`src/rtl/riscv_pkg.sv`:
```
// rtl/riscv_pkg.sv - shared RISC-V fetch/decode constants and types
package riscv_pkg;

   localparam int XLEN = 32;
   localparam logic [31:0] NOP_INSTR = 32'h00000013;

   typedef struct packed {
      logic [XLEN-1:0] code;
      logic [XLEN-1:0] pc;
   } fetch_pkt_t;

endpackage

```
`src/rtl/prefetch_mem.sv`:
```
// rtl/prefetch_mem.sv - prefetch storage: one synchronous write port, one asynchronous read port
module prefetch_mem #(
   parameter int WIDTH = 64,
   parameter int DEPTH = 4,
   localparam int PW = $clog2(DEPTH)
) (
   input  logic             clock,
   input  logic             we,
   input  logic [PW-1:0]    waddr,
   input  logic [WIDTH-1:0] wdata,
   input  logic [PW-1:0]    raddr,
   output logic [WIDTH-1:0] rdata
);

   // Contents are deliberately unreset; the queue masks stale words while empty.
   logic [WIDTH-1:0] mem [DEPTH];

   always_ff @(posedge clock) begin
      if (we) begin
         mem[waddr] <= wdata;
      end
   end

   assign rdata = mem[raddr];

endmodule

```
`src/rtl/prefetch_queue.sv`:
```
// rtl/prefetch_queue.sv - instruction prefetch queue between fetch and decode
module prefetch_queue
   import riscv_pkg::*;
#(
   parameter int DATA_W   = 32,
   parameter int ADDR_W   = 32,
   parameter int DEPTH    = 4,
   parameter int AF_LEVEL = DEPTH - 1,
   localparam int PW = $clog2(DEPTH),
   localparam int CW = $clog2(DEPTH) + 1
) (
   input  logic              clock,
   input  logic              reset,
   input  logic              flush,
   input  logic              in_valid,
   output logic              in_ready,
   input  logic [DATA_W-1:0] in_code,
   input  logic [ADDR_W-1:0] in_pc,
   output logic              out_valid,
   input  logic              out_ready,
   output logic [DATA_W-1:0] out_code,
   output logic [ADDR_W-1:0] out_pc,
   output logic [CW-1:0]     count,
   output logic              almost_full
);

   localparam int W = DATA_W + ADDR_W;
   localparam logic [CW-1:0] FULL_CNT = CW'(DEPTH);
   localparam logic [CW-1:0] AF_CNT   = CW'(AF_LEVEL);

   logic [PW-1:0] wr_ptr;
   logic [PW-1:0] rd_ptr;
   logic          full;
   logic          empty;
   logic          push;
   logic          pop;
   logic [W-1:0]  rdata;

   assign full        = (count == FULL_CNT);
   assign empty       = (count == '0);
   assign in_ready    = !full;
   assign out_valid   = !empty;
   assign almost_full = (count >= AF_CNT);

   // A flush cancels any handshake in the same cycle.
   assign push = in_valid && in_ready && !flush;
   assign pop  = out_valid && out_ready && !flush;

   always_ff @(posedge clock or posedge reset) begin
      if (reset) begin
         wr_ptr <= '0;
         rd_ptr <= '0;
         count  <= '0;
      end else if (flush) begin
         wr_ptr <= '0;
         rd_ptr <= '0;
         count  <= '0;
      end else begin
         if (push) begin
            wr_ptr <= wr_ptr + 1'b1;
         end
         if (pop) begin
            rd_ptr <= rd_ptr + 1'b1;
         end
         if (push && !pop) begin
            count <= count + 1'b1;
         end else if (pop && !push) begin
            count <= count - 1'b1;
         end
      end
   end

   prefetch_mem #(
      .WIDTH (W),
      .DEPTH (DEPTH)
   ) u_mem (
      .clock (clock),
      .we    (push),
      .waddr (wr_ptr),
      .wdata ({in_code, in_pc}),
      .raddr (rd_ptr),
      .rdata (rdata)
   );

   // Decode sees a NOP at PC 0 whenever nothing is queued.
   assign out_code = empty ? DATA_W'(NOP_INSTR) : rdata[W-1:ADDR_W];
   assign out_pc   = empty ? '0 : rdata[ADDR_W-1:0];

endmodule

```
`config.mk`:
```
export PLATFORM = sky130hd
export DESIGN_NAME = prefetch_queue
export DESIGN_NICKNAME = d
export VERILOG_FILES = /design/src/rtl/riscv_pkg.sv /design/src/rtl/prefetch_mem.sv /design/src/rtl/prefetch_queue.sv
export SDC_FILE = /design/constraint.sdc
export NUM_CORES = 1
export LEC_CHECK = 0
export ABC_AREA = 1
export ABC_CLOCK_PERIOD_IN_PS = 4800
export BUFFER_PORTS_ARGS = -buffer_cell sky130_fd_sc_hd__buf_2
export CAP_MARGIN = 20
export CORE_MARGIN = 3
export CORE_UTILIZATION = 43
export DETAILED_ROUTE_END_ITERATION = 12
export GPL_ROUTABILITY_DRIVEN = 0
export PLACE_DENSITY_LB_ADDON = 0.08
export RECOVER_POWER = 100
export SYNTH_ARGS = -nofsm -noshare
export SYNTH_HDL_FRONTEND = slang
export SYNTH_SLANG_ARGS = --single-unit
export TNS_END_PERCENT = 20
```
`constraint.sdc`:
```
create_clock -name clock -period 4.8 [get_ports clock]
set_input_delay 0.48 -clock clock [delete_from_list [all_inputs] [get_ports clock]]
set_output_delay 0.48 -clock clock [all_outputs]
set_load 0.05 [all_outputs]
```
# Yosys cells after proc, flatten, opt, wreduce, memory -nomap -nowiden
# Memory sizes are Yosys's and may differ from the RTL's.
# Cells that the tools add are included.
# Widths: inputs -> output; s select.
word_totals:
  out_inout_bits: 70
  mem_bits_rw: 256
  elab_cells: 36
  mem_count: 1
  reg_bits: 7
mem_list:
  columns: ["memory", "words", "word_bits", "rd", "rd_clocked_by_memory_dff", "wr", "line_no", "text"]
  rows:
  - ["u_mem.mem", 4, 64, 1, 0, 1, "prefetch_mem.sv:16", "logic [WIDTH-1:0] mem [DEPTH];"]
classes:
  n_reduce_logical: 15
  n_mux: 11
  add_sub_neg: 4
  n_lt_le_gt_ge: 1
  eq_ne: 1
op_table:
  columns: ["cell", "n"]
  rows:
  - ["$mux 32", 2]
  - ["$mux 3", 3]
  - ["$mux 2", 4]
  - ["$logic_and 1x1->1", 6]
  - ["$logic_not 1->1", 5]
  - ["$add 2x1->2 const B", 2]
  - ["$reduce_bool 2->1", 2]
  - ["$add 3x1->3 const B", 1]
  - ["$eq 3x3->1 const B", 1]
  - ["$ge 3x2->1 const B", 1]
  - ["$logic_not 3->1", 1]
  - ["$reduce_bool 3->1", 1]
  - ["$sub 3x1->3 const B", 1]
  - ["$mux 1", 2]

# Longest topological paths before layout
logic_depth:
  ltp_word: 9
  ltp_mapped: 11
  depth_no_buf: 11

# Hierarchy
# Synthesis repeated with hierarchy kept, for this count alone.
hier_totals:
  cells_unflattened: 1200
  area_unflattened_um2: 11711.2
by_module_without_submodules:
  columns: ["mod", "seq_area_each_um2", "n_inst", "cells_per_inst", "area_per_inst_um2"]
  rows:
  - ["prefetch_mem", 7687.4, 1, 1010, 10761.6]
  - ["prefetch_queue", 175.2, 1, 190, 949.7]

# Worst setup path before layout
# No wires, ideal clock.
synth_timing:
  path_kind: "register to register"
  start: "register count[0]"
  end: "memory u_mem.mem[0][0] (enable)"
  t_arrival_ns: 4.227
  t_required_ns: 4.313
  stages_incl_launch_ff: 7
  path_slack_ns: 0.087
  path_cell_list: "dfrtp_1 -> nor2_2 -> nand2_1 -> nand2_2 -> nor2_4 -> inv_2 -> nor2_1"
synth_via:
  elab_chain_cells: 6
synth_lines:
  columns: ["element", "line_no", "text"]
  rows:
  - ["start: declaration", "prefetch_queue.sv:23", "output logic [CW-1:0] count,"]
  - ["start signal: assignment", "prefetch_queue.sv:66", "count <= count + 1'b1;"]
  - ["start signal: assignment", "prefetch_queue.sv:68", "count <= count - 1'b1;"]
  - ["$eq 3x3->1", "prefetch_queue.sv:39", "assign full = (count == FULL_CNT);"]
  - ["$logic_not 1->1", "prefetch_queue.sv:41", "assign in_ready = !full;"]
  - ["net in_ready", "prefetch_queue.sv:16", "output logic in_ready,"]
  - ["$logic_and 1x1->1 (2 in a row)", "prefetch_queue.sv:46", "assign push = in_valid && in_ready && !flush;"]
  - ["$mux 1", "prefetch_mem.sv:19", "if (we) begin"]
  - ["$mux 1 (implied by the code)", "prefetch_mem.sv:20", "mem[waddr] <= wdata;"]
  - ["end: declaration", "prefetch_mem.sv:16", null]
# The timed path passes the listed nets, and every way through them passes these cells.

# Final worst setup path
layout_timing:
  start: "register rd_ptr[1]"
  end: "output port out_pc[15]"
layout_via:
  elab_chain_cells: 2
layout_lines:
  columns: ["element", "line_no", "text"]
  rows:
  - ["start: declaration", "prefetch_queue.sv:32", "logic [PW-1:0] rd_ptr;"]
  - ["start signal: assignment", "prefetch_queue.sv:63", "rd_ptr <= rd_ptr + 1'b1;"]
  - ["$mem_v2 4x64", null, null]
  - ["$mux 32", "prefetch_queue.sv:87", "assign out_pc = empty ? '0 : rdata[ADDR_W-1:0];"]
  - ["end: declaration", "prefetch_queue.sv:22", "output logic [ADDR_W-1:0] out_pc,"]
# Every way passes these cells.

==> results.py <==
metrics = {
    "outcome": {
        "run_status": "complete, but fails checks",
        "violations": "max-capacitance violations, max-slew violations",
    },
    "detailed_routing": {
        "dr.pass1.iters": 5,
        "routed_via_density": 4.950,
        "first_iter_violations": 399,
        "wl_um": 22740,
        "drc_errors": 0,
        "antenna_left": 0,
        "wl_per_cell_um": 17.60,
        "vias": 6395,
    },
    "worst_setup_path": {
        "worstPathCellList": "inv_2, buf_4, nor2_1, o21ai_0, a21oi_1, clkbuf_1",
        "path_buf_inv": 3,
        "end_kind": "output pin",
        "cp_max_fo": 39,
        "arrival_ns": 3.37,
        "path_class": "reg -> out",
        "critPathTopFamily": "flip-flops",
        "crit_path_top_delay_cell": "dfrtp_1",
        "required_ns": 4.32,
        "critPathLaunchType": "flip-flop",
        "critPathMaxStageDelay_ns": 1.47,
    },
    "synthesis": {
        "yosysTopAreaCell": "edfxtp_1",
        "postSynthAreaPerCell_um2": 12.68,
        "synthCells": 817,
        "yosysSeqAreaShare": 0.7588,
        "ys_warn_count": 0,
        "syn_area_mm2": 0.01036,
        "yosysTopAreaCellShare": 0.7418,
        "yosys-top-cells-area": "edfxtp_1 74%, nor2_1 9.4%, o21ai_0 6.2%, a21oi_1 3.0%, dfrtp_1 1.7%",
        "synth_nets": 891,
        "synth_cell_type_count": 23,
        "synth_seq_cells": 263,
    },
    "die": {
        "num_rows": 56,
        "die_h_um": 161.2,
        "start_util": 0.4402,
        "core_mm2": 0.02354,
        "io_pins": 139,
        "die_x_um": 161.2,
        "die_area_mm2": 0.02600,
    },
    "final_layout": {
        "fillers": 2148,
        "final_cell_mix": "262 x nor2_1, 256 x edfxtp_1, 140 x clkbuf_1, 128 x o21ai_0, 63 x a21oi_1",
        "drive_gt1_frac": 0.06372,
        "layout_commonest_cell": "nor2_1",
        "final_util": 0.5082,
        "area_growth_pct": 15.46,
        "nets": 1026,
        "n_antenna_cell": 0,
    },
    "clock_network": {
        "clk_pin_slew_ns": 0.06,
        "cts_resized": 0,
        "clock_path_buffers": 3,
        "cts_root_buffer": "clkbuf_16",
        "cts_setup_buffers": 0,
        "cts_hold_buf": 1,
        "h-tree-depth": 1,
        "worstSkewPairLatency_ns": 0.52,
        "numClockSinks": 263,
        "cts_tree": "done",
        "cts_buffers": 27,
    },
    "grt": {
        "grt_max_degree": 75,
        "antenna_found_initial": 2,
        "overflow": 0,
        "grt_pass1_vias": 6342,
        "grt_pass1_wl_um": 35430,
        "groute.usage.overall": 0.1727,
    },
    "sta": {
        "slew_headroom": -0.6586,
        "worstMarginPinSlew_ns": 2.479,
        "period_needed_ns": 3.847,
        "fmax_ghz": 0.2600,
        "clock_skew_ns": 0.006330,
        "hold_viol": 0,
        "fin_ws_ns": 0.9534,
        "setup_viol": 0,
        "fin_crit_sh": 0.8014,
        "fin_tns_setup_ns": 0,
        "drv_slew": 214,
        "rsz0062_at_grt": "no",
        "holdWs_ns": 0.2166,
    },
    "placement": {
        "io_buffers": 138,
        "dp_hpwl_um": 12690,
        "dp_slack_ns": 2.096,
    },
    "worst_hold_path": {
        "hold_path.class": "in -> reg",
    },
    "pwr": {
        "p_sw_frac": 0.4208,
        "p_leak_nw": 3.978,
        "clkPwrFrac": 0.257,
        "total_power_mw": 7.266,
        "p_int_mw": 4.209,
        "p_switching_mw": 3.057,
        "pwr_density_cell_mw_per_mm2": 607.4,
        "power_frac_comb": 0.360,
        "ir_drop_v": 0.0004033,
        "seqPwrFrac": 0.383,
    },
    "flow_run": {
        "cap_violations": 6,
    },
}
-- metrics by stage --
| stage | cells | area (um^2) |
|---|---|---|
| finish | 1292 | 11960 |
| global route | 1292 | 11960 |
| CTS | 1290 | 12180 |
| detailed placement | 1239 | 11380 |
| global placement | 1239 | 11380 |
| floorplan | 817 | 10360 |
-- sequential cells by signal, summed over array words and instances, names as in the netlist --
register and count:
wr_ptr 2, u_mem.mem 256, count 3, rd_ptr 2
-- power by group through the flow --
stage	registers, mW	logic (mW)	clock network (mW)
4_1_cts	2.78	2.76	1.93
5_1_grt	2.80	2.82	2.02
6_report	2.78	2.61	1.87
3_5_place_dp	2.83	2.76	0
3_3_place_gp	2.83	2.75	0
2_1_floorplan	2.81	2.06	0
-- logic make-up (layout without fill, tap and decap cells) --
logic type,count (synthesis),in the layout,synth area share
fa+ha+maj,5,5,0.006762
simple gates,283,283,0.1050
compound gates,199,199,0.09744
buf+inv,66,222,0.03115
flops,263,263,0.7588
xor+xnor,1,1,0.0008454
-- synthesized netlist by cell type --
library cell,instances
nor2_1,260
edfxtp_1,256
o21ai_0,128
a21oi_1,63
clkbuf_1,21
buf_4,14
inv_1,14
nand2_1,11
dfrtp_1,7
nand3_1,7
buf_2,6
buf_1,5
ha_1,4
inv_2,4
o21ai_1,4
nand2_2,3
o311ai_0,3
buf_6,2
a21boi_0,1
fa_1,1
nor2_2,1
nor2_4,1
xnor2_1,1
-- metal layers --
layer / up-vias / wire [um] / track usage
met4: 4 / 302 / 0.03442
met5: - / 34 / 0
met1: 3050 / 10110 / 0.2389
li1: 3158 / - / -
met2: 152 / 10910 / 0.2863
met3: 31 / 1379 / 0.03745
-- worst paths after layout --
path | startpoint | to | slack, ns | depth (start not counted)
setup / recovery | rd_ptr[1]$_DFFE_PP0P_ | out_pc[15] | 0.95 | 6
hold / removal | in_code[10] | u_mem.mem[1][42]$_DFFE_PP_ | 0.22 | 1
setup reg to reg | count[0]$_DFFE_PP0P_ | u_mem.mem[1][43]$_DFFE_PP_ | 1.14 | 7
hold reg to reg | count[0]$_DFFE_PP0P_ | count[0]$_DFFE_PP0P_ | 0.54 | 1
max in group asynchronous | reset | rd_ptr[0]$_DFFE_PP0P_ | 4.08 | 3
min in group asynchronous | reset | count[1]$_DFFE_PP0P_ | 0.45 | 3
-- final cells by class --
| type | instances | area (um^2) | area share |
|---|---|---|---|
| Clock inverter | 11 | 51.30 | 0.004288 |
| Sequential cell | 263 | 7866 | 0.6575 |
| Tap cell | 319 | 399.1 | 0.03336 |
| Clock buffer | 39 | 740.7 | 0.06191 |
| Timing Repair Buffer | 154 | 678.2 | 0.05668 |
| Inverter | 18 | 68.82 | 0.005752 |
| Multi-Input combinational cell | 488 | 2160 | 0.1805 |
Note: power is estimated with default switching activity, not from simulation.
